==> config.mk <==
export PLATFORM = sky130hd
export DESIGN_NAME = img_rom_reader
export DESIGN_NICKNAME = d
export VERILOG_FILES = /design/src/rtl/img_rom_reader.sv
export SDC_FILE = /design/constraint.sdc
export NUM_CORES = 1
export LEC_CHECK = 0
export BUFFER_PORTS_ARGS = -buffer_cell sky130_fd_sc_hd__buf_2
export CAP_MARGIN = 30
export CORE_MARGIN = 2
export CORE_UTILIZATION = 28
export CTS_BUF_LIST = sky130_fd_sc_hd__clkbuf_4 sky130_fd_sc_hd__clkbuf_8 sky130_fd_sc_hd__clkbuf_16
export CTS_CLUSTER_SIZE = 28
export DETAILED_ROUTE_END_ITERATION = 8
export PLACE_DENSITY_LB_ADDON = 0.12
export SYNTH_ARGS = -nofsm -noshare
export SYNTH_HDL_FRONTEND = slang
export SYNTH_SLANG_ARGS = --single-unit
==> constraint.sdc <==
create_clock -name clk -period 3.7 [get_ports clk]
set_input_delay 0.37 -clock clk [delete_from_list [all_inputs] [get_ports clk]]
set_output_delay 0.37 -clock clk [all_outputs]
set_load 0.05 [all_outputs]
==> src/rtl/img_rom_reader.sv <==
// Image ROM read initiator: places an IMG_W x IMG_H picture inside the active video area and
// returns pixels with delay-matched syncs. Define IMG_BINARIZE_EN for a luma-threshold output stage.
module img_rom_reader #(
    parameter int                    ADDR_WIDTH = 16,
    parameter int                    DATA_WIDTH = 24,
    parameter int                    IMG_W      = 256,
    parameter int                    IMG_H      = 256,
    parameter int                    X_OFS      = 0,
    parameter int                    Y_OFS      = 0,
    parameter int                    RD_LATENCY = 1,
    parameter logic [DATA_WIDTH-1:0] BG_COLOR   = '0
) (
    input  logic                  clk,
    input  logic                  tb_rst,
    input  logic                  vs_in,
    input  logic                  hs_in,
    input  logic                  de_in,
    output logic [ADDR_WIDTH-1:0] rom_addr,
    output logic                  rom_rd_en,
    input  logic [DATA_WIDTH-1:0] rom_data,
    input  logic [7:0]            threshold,
    output logic                  vs_out,
    output logic                  hs_out,
    output logic                  de_out,
    output logic [DATA_WIDTH-1:0] pix_out
);
    localparam int CW = 16;
    localparam logic [31:0] X_LO = 32'(X_OFS);
    localparam logic [31:0] X_HI = 32'(X_OFS + IMG_W);
    localparam logic [31:0] Y_LO = 32'(Y_OFS);
    localparam logic [31:0] Y_HI = 32'(Y_OFS + IMG_H);

    typedef enum logic {WAIT_VS, RUN} state_t;
    state_t r_state, w_state_nxt;

    logic                  r_vs_d, r_de_d;
    logic [CW-1:0]         r_x, r_y, w_x, w_y;
    logic [ADDR_WIDTH-1:0] r_ptr, w_ptr;
    logic                  w_vs_rise, w_de_rise, w_de_fall, w_run, w_in_win;
    // per stage: {in-window, vs, hs, de}
    logic [RD_LATENCY:0][3:0] r_vld_pipe;
    logic [3:0]               w_tail;

    assign w_vs_rise = vs_in & ~r_vs_d;
    assign w_de_rise = de_in & ~r_de_d;
    assign w_de_fall = ~de_in & r_de_d;

    always_comb begin
        w_state_nxt = r_state;
        if (r_state == WAIT_VS && w_vs_rise) w_state_nxt = RUN;
    end

    // A vs edge takes effect in its own cycle: clears y and the pointer before the window test.
    assign w_run = (r_state == RUN) | w_vs_rise;
    assign w_x   = w_de_rise ? '0 : r_x;
    assign w_y   = w_vs_rise ? '0 : r_y;
    assign w_ptr = w_vs_rise ? '0 : r_ptr;

    assign w_in_win = w_run && de_in &&
                      (32'(w_x) >= X_LO) && (32'(w_x) < X_HI) &&
                      (32'(w_y) >= Y_LO) && (32'(w_y) < Y_HI);

    always_ff @(posedge clk or posedge tb_rst) begin
        if (tb_rst) begin
            r_state    <= WAIT_VS;
            r_vs_d     <= 1'b0;
            r_de_d     <= 1'b0;
            r_x        <= '0;
            r_y        <= '0;
            r_ptr      <= '0;
            rom_addr   <= '0;
            rom_rd_en  <= 1'b0;
            r_vld_pipe <= '0;
        end else begin
            r_state <= w_state_nxt;
            r_vs_d  <= vs_in;
            r_de_d  <= de_in;
            if (de_in) r_x <= (w_x == '1) ? w_x : w_x + CW'(1);
            if (w_de_fall) r_y <= (w_y == '1) ? w_y : w_y + CW'(1);
            else           r_y <= w_y;
            r_ptr     <= w_in_win ? w_ptr + ADDR_WIDTH'(1) : w_ptr;
            rom_rd_en <= w_in_win;
            if (w_in_win) rom_addr <= w_ptr;
            r_vld_pipe[0] <= {w_in_win, vs_in, hs_in, de_in};
            for (int i = 1; i <= RD_LATENCY; i++) r_vld_pipe[i] <= r_vld_pipe[i-1];
        end
    end

    // Tail stage lines up with rom_data for the same sample.
    assign w_tail = r_vld_pipe[RD_LATENCY];

`ifdef IMG_BINARIZE_EN
    logic [16:0] w_sum;
    logic [7:0]  w_luma;
    logic [3:0]  r_bin_sync;
    logic        r_white;

    assign w_sum  = 17'd77  * 17'(rom_data[23:16]) +
                    17'd150 * 17'(rom_data[15:8]) +
                    17'd29  * 17'(rom_data[7:0]);
    assign w_luma = w_sum[15:8];

    always_ff @(posedge clk or posedge tb_rst) begin
        if (tb_rst) begin
            r_bin_sync <= '0;
            r_white    <= 1'b0;
            vs_out     <= 1'b0;
            hs_out     <= 1'b0;
            de_out     <= 1'b0;
            pix_out    <= '0;
        end else begin
            r_bin_sync <= w_tail;
            r_white    <= (w_luma >= threshold);
            {vs_out, hs_out, de_out} <= r_bin_sync[2:0];
            pix_out <= r_bin_sync[3] ? (r_white ? '1 : '0) : BG_COLOR;
        end
    end
`else
    logic w_unused_thr;
    assign w_unused_thr = ^threshold;

    always_ff @(posedge clk or posedge tb_rst) begin
        if (tb_rst) begin
            vs_out  <= 1'b0;
            hs_out  <= 1'b0;
            de_out  <= 1'b0;
            pix_out <= '0;
        end else begin
            {vs_out, hs_out, de_out} <= w_tail[2:0];
            pix_out <= w_tail[3] ? rom_data : BG_COLOR;
        end
    end
`endif
endmodule
---- Word level (Yosys, flattened, before mapping) ----
Cells that the tools add are included.
W data, S select, Z words.
operators by class
  add/subtract/negate cells ............... 3
  $lt $le $gt $ge ......................... 2
  equal/unequal tests ..................... 2
  mux-type cells .......................... 8
  bitwise logic cells ..................... 8
  reductions and logical operators ........ 4
operators with widths
  cell                     count
  $mux W16                 7
  $add A16 B1 Y16 const B  3
  $eq A16 B16 Y1 const B   2
  $lt A16 B9 Y1 const B    2
  $mux W24                 1
  $logic_and A1 B1 Y1      4
  $not A1 Y1               4
  $and A1 B1 Y1            3
  $or A1 B1 Y1             1
storage, ports and cells
  bits in registers ....................... 103
  input bits .............................. 37
  output and inout port bits .............. 44
  logic and storage cells ................. 41

---- Longest topological paths before layout ----
Gate-level depths: netlist of run 1.
  depth after elaboration ................. 7
  gate-level depth with buffers ........... 12
  depth with buffers taken out ............ 9

---- Worst setup path before layout of run 1 ----
Ideal clock, no wire load.
  path kind ............................... register to register
  from .................................... register, netlist name r_vld_pipe[2]
  to ...................................... register r_ptr[6]
  setup time .............................. 0.136 ns
  data arrival time ....................... 2.510 ns
  data required time ...................... 3.564 ns
  path slack .............................. 1.054 ns
  stages on the path, launching flop included .. 13
  path buffers ............................ 3
  period minus slack after synthesis ...... 2.646 ns
  cell sequence ........................... dfrtp_1 > nand2b_1 > clkbuf_1 > clkbuf_1 > clkbuf_1 > nand2_1 > inv_1 > ha_1 > and3_1 > nand3_1 > nor4_1 > a21bo_2 > a21oi_1
RTL lines
  what                  line  RTL
  to (signal assigned)  81    r_ptr <= w_in_win ? w_ptr + ADDR_WIDTH'(1) : w_ptr;
  to (decl)             38    logic [ADDR_WIDTH-1:0] r_ptr, w_ptr;

==> impl_metrics.sql, run 1 <==
INSERT INTO impl_metrics (metric_group, metric, value, unit) VALUES
('critical_path', 'regToRegSetupSlack', '770', 'ps'),
('pwr', 'switching_power', '711.7', 'uW'),
('critical_path', 'worst_path_cell_trace', 'nand2b_1 > nand2_1 > inv_1 > ha_1 > and3_1 > nand3_1 > nor4_1 > nand4b_1 > a21oi_1', ''),
('clocking', 'post_cts.repair.setup_buffers', '0', ''),
('cells_and_area', 'fill_cells', '1545', ''),
('cells_and_area', 'area_of_the_multi_input_gates', '1749', 'um^2'),
('cells_and_area', 'final-seq-area', '2502', 'um^2'),
('pwr', 'power.switching_fraction', '28.02', '%'),
('clocking', 'clkLatencyLatePin', '350', 'ps'),
('timing', 'rsz0062_at_grt', 'no', ''),
('timing', 'final-max-slew-violation-count', '0', ''),
('pwr', 'power_frac_seq', '48.3', '%'),
('timing', 'fin_tns_setup', '0', 'ps'),
('grt', 'initial_antenna_violation_count', '0', ''),
('outcome', 'outcome', 'finished, final reports clean', ''),
('critical_path', 'worst_path_dominant_cell_family', 'simple AND/OR/NAND/NOR gates', ''),
('critical_path', 'worst-endpoint-arrival', '3200', 'ps'),
('critical_path', 'start_point_of_the_critical_path', 'r_vld_pipe[2]$_DFF_PP0_', ''),
('yosys', 'synth_top_area_share', '56.98', '%'),
('critical_path', 'timing.critical_path.from_type', 'flop', ''),
('yosys', 'synth.top_cells.by_area', 'dfrtp_1, nand2_1, and2_1', ''),
('clocking', 'tritoncts.num_buffers', '9', ''),
('grt', 'grt_util_all_layers', '12.40', '%'),
('critical_path', 'rr_startpoint', 'r_vld_pipe[2]$_DFF_PP0_', ''),
('timing', 'final.setup.worst_slack', '774.0', 'ps'),
('critical_path', 'timing.setup.critical_path_class', 'flop to flop', ''),
('pwr', 'post-layout-total-power', '2540', 'uW'),
('clocking', 'level_count_of_the_clock_h_tree', '3', ''),
('critical_path', 'timing.critical_path.buf_inv', '1', ''),
('cells_and_area', 'antennaDiodeCount', '0', ''),
('grt', 'gr-total-overflow', '0', ''),
('pwr', 'vdd_drop_max', '206.0', 'uV'),
('die', 'row_count', '45', ''),
('yosys', 'async_reset_ff_share', '100.0', '%'),
('die', 'initial_utilization', '28.78', '%'),
('detailed_routing', 'antenna_violating_nets_post_route', '0', ''),
('cells_and_area', 'synthToLayoutAreaGrowth', '20.31', '%'),
('detailed_routing', 'drc', '0', ''),
('critical_path', 'crit_path_max_fanout', '15', ''),
('grt', 'grt_max_degree', '50', ''),
('detailed_routing', 'drt_first_pass_iters', '4', ''),
('yosys', 'netlist.top_cell.by_area', 'dfrtp_1', ''),
('yosys', 'synth.distinct_cells', '47', ''),
('yosys', 'postSynthNetCount', '470', ''),
('die', 'design.die.area', '16700', 'um^2'),
('detailed_routing', 'routed_wl', '9633', 'um'),
('placement', 'place.gp.congestion', '0.7755', ''),
('critical_path', 'crit_path_max_incr_delay', '670', 'ps'),
('run', 'max_cap_viol_count', '0', ''),
('critical_path', 'worst_ep_required_time', '3970', 'ps'),
('timing', 'final-setup-viol-count', '0', ''),
('cells_and_area', 'layout.nets', '538', ''),
('critical_path', 'crit-reg2reg-capture', 'r_ptr[12]$_DFF_PP0_', ''),
('yosys', 'postSynthRegisterBits', '100', ''),
('cells_and_area', 'drive_gt1_share', '21.27', '%'),
('timing', 'final_setup_skew', '7.556', 'ps'),
('clocking', 'clock_pin_slew_on_the_worst_setup_and_hold_paths', '70', 'ps'),
('die', 'die_width', '129.2', 'um'),
('yosys', 'ys_warn_count', '0', ''),
('yosys', 'synth.yosys.seq_area_share', '56.98', '%'),
('timing', 'relSlewSlack', '48.71', '%'),
('critical_path', 'setup.worst_path.end_class', 'flop', ''),
('timing', 'slew_at_the_pin_closest_to_its_max_slew_limit', '762.4', 'ps'),
('yosys', 'post_synth_inst_count', '430', ''),
('die', 'die-height', '129.2', 'um'),
('pwr', 'pwr-share-clk', '37.3', '%'),
('placement', 'numPortBuffers', '72', ''),
('detailed_routing', 'drt-wirelength-per-cell', '13.49', 'um'),
('placement', 'hpwl', '6674', 'um'),
('clocking', 'clock_tree.buffer_depth', '2', ''),
('timing', 'endpoints_failing_hold', '0', '');
## worst reg2reg max path: stages, from the launching register on
cell and delay (ps):
dfrtp_1 360, nand2b_1 550, nand2_1 220, inv_1 100, ha_1 160, and3_1 200, nand3_1 250, nor4_1 680
nand4b_1 180, a21oi_1 180
## layer usage
layer | vias up | share of wire, % | track usage [%]
li1 | 1655 | - | -
met1 | 1584 | 49 | 16.49
met2 | 88 | 44 | 19.32
met3 | 12 | 5.1 | 2.808
met4 | 0 | 2.0 | 5.627
met5 | - | 0 | 0
## per-stage QoR
stage	hold slack, ps	util, %	cells	cell area, um^2
3_3_place_gp	333.1	32.69	698	4987
5_1_grt	115.8	34.63	714	5284
4_1_cts	115.5	34.63	714	5284
6_report	115.6	34.63	714	5284
3_5_place_dp	335.6	32.69	698	4987
2_1_floorplan	331.2	-	430	4392
## power by group through the flow
stage	combinational, uW	sequential [uW]	clock (uW)
3_5_place_dp	372	1250	0
4_1_cts	374	1230	984
5_1_grt	408	1240	1020
2_1_floorplan	161	1360	0
3_3_place_gp	371	1250	0
6_report	366	1230	946
## sequential cells by signal, indices dropped and copies added, names as in the netlist
name / cells
r_vld_pipe: 4
r_state: 1
r_x: 16
w_tail: 4
rom_addr: 16
de_out: 1
r_ptr: 16
r_y: 16
pix_out: 24
hs_out: 1
vs_out: 1
## placed cells by master (no fill, tap or decap), types with 3 or more instances in the layout
| cell | Yosys | final |
|---|---|---|
| or4_1 | 6 | 6 |
| a31o_2 | 4 | 4 |
| or3_1 | 4 | 4 |
| xnor2_1 | 14 | 14 |
| inv_1 | 11 | 10 |
| nand3_1 | 18 | 18 |
| nor4_1 | 10 | 10 |
| xor2_1 | 6 | 6 |
| and4_1 | 3 | 3 |
| clkbuf_16 | 0 | 9 |
| a41oi_1 | 5 | 5 |
| dfrtp_1 | 100 | 100 |
| a21oi_1 | 14 | 14 |
| o31ai_1 | 6 | 6 |
| and3_1 | 14 | 14 |
| o21ai_0 | 23 | 23 |
| nand2_1 | 60 | 60 |
| buf_2 | 4 | 72 |
| o211ai_1 | 4 | 4 |
| and2_1 | 29 | 29 |
| nor2b_1 | 3 | 3 |
| nor3_1 | 9 | 9 |
| clkbuf_4 | 0 | 3 |
| buf_4 | 0 | 8 |
| ha_1 | 3 | 3 |
| nand2b_1 | 4 | 4 |
| nor2_1 | 18 | 18 |
| nand4_1 | 11 | 11 |
## how the worst max path moves through the flow
stage	endpoint	cells after the start	slack (ps)
after CTS	r_ptr[12]$_DFF_PP0_	9	720
after global placement	r_ptr[6]$_DFF_PP0_	10	720
after floorplan	de_out$_DFF_PP0_	1	710
final	r_ptr[12]$_DFF_PP0_	9	770
after global routing	r_ptr[12]$_DFF_PP0_	9	420
after detailed placement	r_ptr[12]$_DFF_PP0_	10	660
## cell type report
| class | count | share of cell area (%) |
|---|---|---|
| sequential | 100 | 47.36 |
| multi-input combinational | 294 | 33.10 |
| timing repair buffer | 80 | 7.956 |
| tap | 211 | 4.996 |
| clock buffer | 12 | 4.689 |
| inverter | 13 | 0.9709 |
| clock inverter | 4 | 0.9235 |
## cell families (layout without fill, tap and decap cells)
logic type	Yosys count	after routing	synth area share, %
compound gates	71	71	10.51
xor+xnor	20	20	3.989
fa+ha+maj	3	3	0.8548
buf+inv	36	109	3.191
flops	100	100	56.98
mux	4	4	0.9686
simple gates	196	196	23.50
No activity file was read; power rests on OpenSTA's default activity.
==> run 2, diff against run 1 <==
Clock period 3.7 ns to 2.9 ns, I/O delays scaled along.
==> run 2 against run 1 <==
Effect of this change:
- worst setup slack worse by 250 ps
- count of clock-buffer cells in the layout is 2 lower
- register-to-register slack worse by 250 ps
- core utilization is 0.43 points higher
- global-route usage is 0.062 points lower
- sequential share of layout area is 0.59 points lower
- clock skew hardly changed
- clock power is 31% higher
- critical path depth is 3 lower
- sequential power is 27% higher
- critical endpoint unchanged
- largest power group unchanged
==> impl_metrics.sql, run 2 (synthesis results as in run 1) <==
INSERT INTO impl_metrics (metric_group, metric, value, unit) VALUES
('cells_and_area', 'area_of_the_multi_input_gates', '1749', 'um^2'),
('cells_and_area', 'antennaDiodeCount', '0', ''),
('detailed_routing', 'initialDrtViolationCount', '111', ''),
('grt', 'initial_antenna_violation_count', '0', ''),
('clocking', 'level_count_of_the_clock_h_tree', '3', ''),
('die', 'floorplan.io_pins', '81', ''),
('die', 'initial_utilization', '28.78', '%'),
('timing', 'achievable-frequency', '0.4217', 'GHz'),
('grt', 'grt_max_degree', '101', ''),
('placement', 'numPortBuffers', '72', ''),
('die', 'die-height', '129.2', 'um'),
('detailed_routing', 'drt-wirelength-per-cell', '13.81', 'um'),
('cells_and_area', 'largest_reg_flops', '24', ''),
('critical_path', 'crit_path_max_fanout', '33', ''),
('placement', 'dp_slack', '485.1', 'ps'),
('detailed_routing', 'drt_first_pass_iters', '4', ''),
('die', 'die_width', '129.2', 'um'),
('detailed_routing', 'detailroute.via_count', '3393', ''),
('worst_hold_path', 'hold_path_class', 'primary input to flop', ''),
('cells_and_area', 'final_cell_mix', 'dfrtp_1, buf_2, nand2_1', ''),
('timing', 'fin_tns_setup', '0', 'ps'),
('grt', 'grt_pass1_wl', '16460', 'um'),
('timing', 'timing.final.crit_share', '81.77', '%'),
('timing', 'slew_at_the_pin_closest_to_its_max_slew_limit', '538.0', 'ps'),
('detailed_routing', 'viasPerCell', '4.726', ''),
('pwr', 'power_density_over_cell_area', '613.0', 'nW/um^2'),
('cells_and_area', 'synthToLayoutAreaGrowth', '21.82', '%'),
('placement', 'hpwl', '6638', 'um'),
('clocking', 'post_cts.repair.setup_buffers', '0', ''),
('clocking', 'clock_sinks', '100', ''),
('timing', 'final-setup-viol-count', '0', ''),
('detailed_routing', 'drc', '0', ''),
('timing', 'endpoints_failing_hold', '0', ''),
('clocking', 'tritoncts.num_buffers', '9', ''),
('pwr', 'vdd_drop_max', '292.9', 'uV'),
('cells_and_area', 'layout.cells.most_common', 'dfrtp_1', ''),
('cells_and_area', 'fill_cells', '1547', ''),
('critical_path', 'timing.setup.critical_path_class', 'flop to flop', ''),
('cells_and_area', 'top_register', 'pix_out', ''),
('timing', 'rsz0062_at_grt', 'no', ''),
('die', 'core_area', '15260', 'um^2'),
('placement', 'place.gp.congestion', '0.7530', ''),
('die', 'design.die.area', '16700', 'um^2'),
('grt', 'gr-total-overflow', '0', ''),
('timing', 'final-max-slew-violation-count', '0', ''),
('detailed_routing', 'routed_wl', '9916', 'um'),
('clocking', 'clock_pin_slew_on_the_worst_setup_and_hold_paths', '70', 'ps'),
('cells_and_area', 'final-seq-area', '2502', 'um^2'),
('clocking', 'cts_tree', 'yes', ''),
('detailed_routing', 'antenna_violating_nets_post_route', '0', ''),
('timing', 'final_period_minus_worst_setup_slack', '2371', 'ps'),
('clocking', 'postCtsHoldBufs', '0', ''),
('timing', 'final.setup.worst_slack', '528.8', 'ps'),
('pwr', 'post-layout-total-power', '3280', 'uW'),
('grt', 'grt_util_all_layers', '12.34', '%'),
('cells_and_area', 'drive_gt1_share', '21.89', '%'),
('critical_path', 'worst_ep_required_time', '3120', 'ps'),
('outcome', 'outcome', 'finished, final reports clean', ''),
('grt', 'first_global_vias', '3259', ''),
('clocking', 'postCtsResizedCells', '0', ''),
('run', 'max_cap_viol_count', '0', ''),
('die', 'row_count', '45', ''),
('cells_and_area', 'layout.nets', '542', ''),
('critical_path', 'worst-endpoint-arrival', '2590', 'ps'),
('critical_path', 'setup.worst_path.end_class', 'flop', ''),
('critical_path', 'timing.critical_path.from_type', 'flop', ''),
('clocking', 'clock_tree.buffer_depth', '2', ''),
('clocking', 'clock_tree.root_cell', 'clkbuf_16', ''),
('clocking', 'clkLatencyLatePin', '350', 'ps'),
('timing', 'relSlewSlack', '64.14', '%'),
('timing', 'final_setup_skew', '7.593', 'ps'),
('pwr', 'leakagePower', '0.002426', 'uW');
==> run 2: changes by cell type in the layout (fill, tap and decap cells not counted), sizes merged <==
| cell | delta |
|---|---|
| clkinvlp | +3 |
| clkbuf | -2 |
| inv | -1 |
| buf | +4 |
==> run 2: worst paths after layout <==
kind | from | end | slack [ps] | cells after the start
hold / removal | hs_in | r_vld_pipe[1]$_DFF_PP0_ | 40 | 1
min in group asynchronous | tb_rst | r_x[6]$_DFFE_PP0P_ | 100 | 3
max in group asynchronous | tb_rst | r_y[10]$_DFF_PP0_ | 2400 | 3
setup / recovery | r_y[10]$_DFF_PP0_ | r_ptr[12]$_DFF_PP0_ | 530 | 6
hold reg to reg | w_tail[1]$_DFF_PP0_ | hs_out$_DFF_PP0_ | 350 | 0
setup reg to reg | r_y[10]$_DFF_PP0_ | r_ptr[12]$_DFF_PP0_ | 530 | 6
==> run 2: power breakdown <==
group / total [uW] / internal [uW] / switching, uW
Combinational: 480 / 143 / 337
Clock: 1240 / 688 / 547
Sequential: 1560 / 1500 / 65.9
==> run 2: critical path, stage by stage, from the launching register on <==
cell     delay (ps)
dfrtp_1         420
nor4_1          340
a41oi_1         210
or3_1           570
buf_12          250
o41ai_1         350
a21oi_1         100
==> run 2: stage by stage <==
stage	util, %	hold WS (ps)	instance area [um^2]	std cells
floorplan	-	321.4	4395	430
global placement	33.05	334.5	5044	702
detailed placement	33.05	334.7	5044	702
CTS	35.06	27.06	5350	718
global route	35.06	26.96	5350	718
finish	35.06	44.86	5350	718
==> run 2: routing by layer <==
metal	part of all wire [%]	GRT usage (%)
met4	0.73	3.069
met1	51	17.05
met3	5.2	4.005
met5	0	0
met2	43	18.79
==> run 2: final cells by class <==
cell class                 count  area share (%)
tap                          211           4.935
timing repair buffer          84           8.887
inverter                      13          0.9822
clock buffer                  10           4.350
sequential                   100           46.77
multi-input combinational    294           32.69
clock inverter                 6           1.380
==> run 3, diff against run 2 <==
Clock period 2.9 ns to 2.1 ns, I/O delays scaled along.
==> run 3 against run 2 <==
Effect of this change:
- the run now ends with hold timing left
- final cell count grew 6.7%
- combinational power grew 71%
- maximum frequency grew 17%
==> impl_metrics.sql, run 3 (synthesis results as in run 1) <==
INSERT INTO impl_metrics (metric_group, metric, value, unit) VALUES
('outcome', 'outcome', 'finished, violations left', ''),
('outcome', 'failed_checks', 'hold timing', ''),
('run', 'max_cap_viol_count', '0', ''),
('timing', 'final.setup.worst_slack', '71.04', 'ps'),
('detailed_routing', 'drt-wirelength-per-cell', '13.65', 'um'),
('timing', 'hold_slack', '-14.97', 'ps'),
('pwr', 'post-layout-total-power', '4629', 'uW'),
('critical_path', 'worst-endpoint-arrival', '2320', 'ps'),
('clocking', 'level_count_of_the_clock_h_tree', '3', ''),
('detailed_routing', 'routed_wl', '10460', 'um'),
('detailed_routing', 'viasPerCell', '4.644', ''),
('timing', 'rsz0062_at_grt', 'yes', ''),
('cells_and_area', 'synthToLayoutAreaGrowth', '37.01', '%'),
('grt', 'first_global_vias', '3491', ''),
('die', 'row_count', '45', ''),
('timing', 'timing.final.crit_share', '96.62', '%'),
('timing', 'final-setup-viol-count', '0', ''),
('cells_and_area', 'finalInstanceArea', '6017', 'um^2'),
('critical_path', 'rr_startpoint', 'r_vld_pipe[2]$_DFF_PP0_', ''),
('grt', 'grt_pass1_wl', '17420', 'um'),
('critical_path', 'timing.setup.critical_path_class', 'flop to flop', ''),
('timing', 'slew_at_the_pin_closest_to_its_max_slew_limit', '775.8', 'ps'),
('grt', 'initial_antenna_violation_count', '0', ''),
('grt', 'grt_util_all_layers', '13.35', '%'),
('die', 'core_area', '15260', 'um^2'),
('placement', 'numPortBuffers', '72', ''),
('cells_and_area', 'layout.cells.most_common', 'dfrtp_1', ''),
('pwr', 'vdd_drop_max', '349.7', 'uV'),
('clocking', 'tritoncts.num_buffers', '9', ''),
('placement', 'place.gp.congestion', '0.7523', ''),
('critical_path', 'crit_path_max_fanout', '10', ''),
('timing', 'final_period_minus_worst_setup_slack', '2029', 'ps'),
('placement', 'hpwl', '7435', 'um'),
('cells_and_area', 'antennaDiodeCount', '0', ''),
('die', 'design.die.area', '16700', 'um^2'),
('timing', 'achievable-frequency', '0.4929', 'GHz'),
('grt', 'grt_max_degree', '31', ''),
('die', 'floorplan.io_pins', '81', ''),
('placement', 'dp_slack', '11.07', 'ps'),
('pwr', 'power_density_over_cell_area', '769.4', 'nW/um^2'),
('cells_and_area', 'final_cell_mix', 'dfrtp_1, buf_2, nand2_1', ''),
('detailed_routing', 'initialDrtViolationCount', '164', ''),
('clocking', 'clkLatencyLatePin', '360', 'ps'),
('timing', 'endpoints_failing_hold', '20', ''),
('critical_path', 'r2r_cells', '9', ''),
('clocking', 'clock_tree.root_cell', 'clkbuf_16', ''),
('die', 'die_width', '129.2', 'um'),
('detailed_routing', 'detailroute.via_count', '3557', ''),
('pwr', 'leakagePower', '0.002734', 'uW'),
('critical_path', 'setup.worst_path.end_class', 'flop', ''),
('clocking', 'clock_sinks', '100', ''),
('timing', 'final-max-slew-violation-count', '0', ''),
('critical_path', 'crit-reg2reg-capture', 'r_y[9]$_DFF_PP0_', ''),
('cells_and_area', 'largest_reg_flops', '24', ''),
('grt', 'gr-total-overflow', '0', ''),
('worst_hold_path', 'hold_path_class', 'primary input to async pin', ''),
('detailed_routing', 'antenna_violating_nets_post_route', '0', ''),
('placement', 'placed_cell_area', '5499', 'um^2'),
('cells_and_area', 'drive_gt1_share', '36.04', '%'),
('timing', 'relSlewSlack', '48.17', '%'),
('clocking', 'cts_tree', 'yes', ''),
('clocking', 'clock_pin_slew_on_the_worst_setup_and_hold_paths', '70', 'ps'),
('cells_and_area', 'top_register', 'pix_out', ''),
('clocking', 'clock_tree.buffer_depth', '2', ''),
('detailed_routing', 'drc', '0', ''),
('critical_path', 'worst_ep_required_time', '2390', 'ps'),
('detailed_routing', 'drt_first_pass_iters', '4', ''),
('die', 'die-height', '129.2', 'um'),
('critical_path', 'regToRegSetupSlack', '70', 'ps'),
('critical_path', 'timing.critical_path.from_type', 'flop', ''),
('timing', 'final_setup_skew', '9.803', 'ps'),
('cells_and_area', 'layout.nets', '590', ''),
('die', 'initial_utilization', '28.78', '%');
==> run 3: cell types whose count changed in the layout (fill, tap and decap cells not counted), moves of 4 or more <==
cell	previous run	this run
a21oi_1	14	9
a21oi_2	0	5
and2_1	29	25
and2_4	0	4
buf_4	10	52
nor4_1	10	3
nor4_4	0	4
==> run 3: where the power goes <==
| group | total (uW) | switching (uW) | internal, uW |
|---|---|---|---|
| Clock | 1640 | 799 | 841 |
| Sequential | 2170 | 99.1 | 2070 |
| Combinational | 821 | 508 | 313 |
==> run 3: how the worst max path moves through the flow <==
stage,slack (ps),start,end
after CTS,20,r_vld_pipe[0]$_DFF_PP0_,r_x[1]$_DFFE_PP0P_
final,70,r_vld_pipe[2]$_DFF_PP0_,r_y[9]$_DFF_PP0_
after global routing,-30,r_vld_pipe[2]$_DFF_PP0_,r_ptr[10]$_DFF_PP0_
after global placement,3,r_x[15]$_DFFE_PP0P_,r_ptr[10]$_DFF_PP0_
after floorplan,-120,r_vld_pipe[2]$_DFF_PP0_,r_y[9]$_DFF_PP0_
after detailed placement,10,r_vld_pipe[2]$_DFF_PP0_,r_ptr[10]$_DFF_PP0_
==> run 3: metrics by stage <==
| stage | hold WS, ps | TNS [ps] | std cells | util [%] |
|---|---|---|---|---|
| after floorplan | 241.4 | -227.2 | 430 | - |
| after global placement | 319.8 | 0 | 743 | 36.04 |
| after detailed placement | 324.9 | 0 | 743 | 36.04 |
| after CTS | 10.41 | 0 | 760 | 38.02 |
| after global routing | 23.10 | -101.2 | 766 | 39.43 |
| final | -14.97 | 0 | 766 | 39.43 |
==> run 3: final cells by class <==
class	instances	area (um^2)
Tap cell	211	264.0
Clock inverter	6	53.80
Sequential cell	100	2502
Timing Repair Buffer	132	887.1
Multi-Input combinational cell	294	2022
Clock buffer	10	232.7
Fill cell	1498	9241
Inverter	13	55.05
==> run 3: repair_timing <==
item	CTS	global route
buffers inserted	0	6
pin swaps	0	17
setup endpoints to repair	3	29
gates resized for setup	2	34
hold buffers	1	0
hold endpoints to repair	1	0
==> run 3: routing by layer <==
metal	vias to the layer above	GRT usage (%)	wire length (um)	share of wire (%)
met1	1740	17.51	4973	48
met2	48	21.11	4928	47
met5	-	0	0	0
met4	0	6.714	229	2.2
li1	1752	-	-	-
met3	17	2.601	328	3.1
==> run 3: critical path: stages, from the launching register on <==
cell and delay (ps):
dfrtp_1 400, nand2b_4 180, and2_4 160, ha_4 150
and3_4 150, nand3_2 70, o31ai_2 90, buf_12 150
or4_4 510, a21oi_2 130
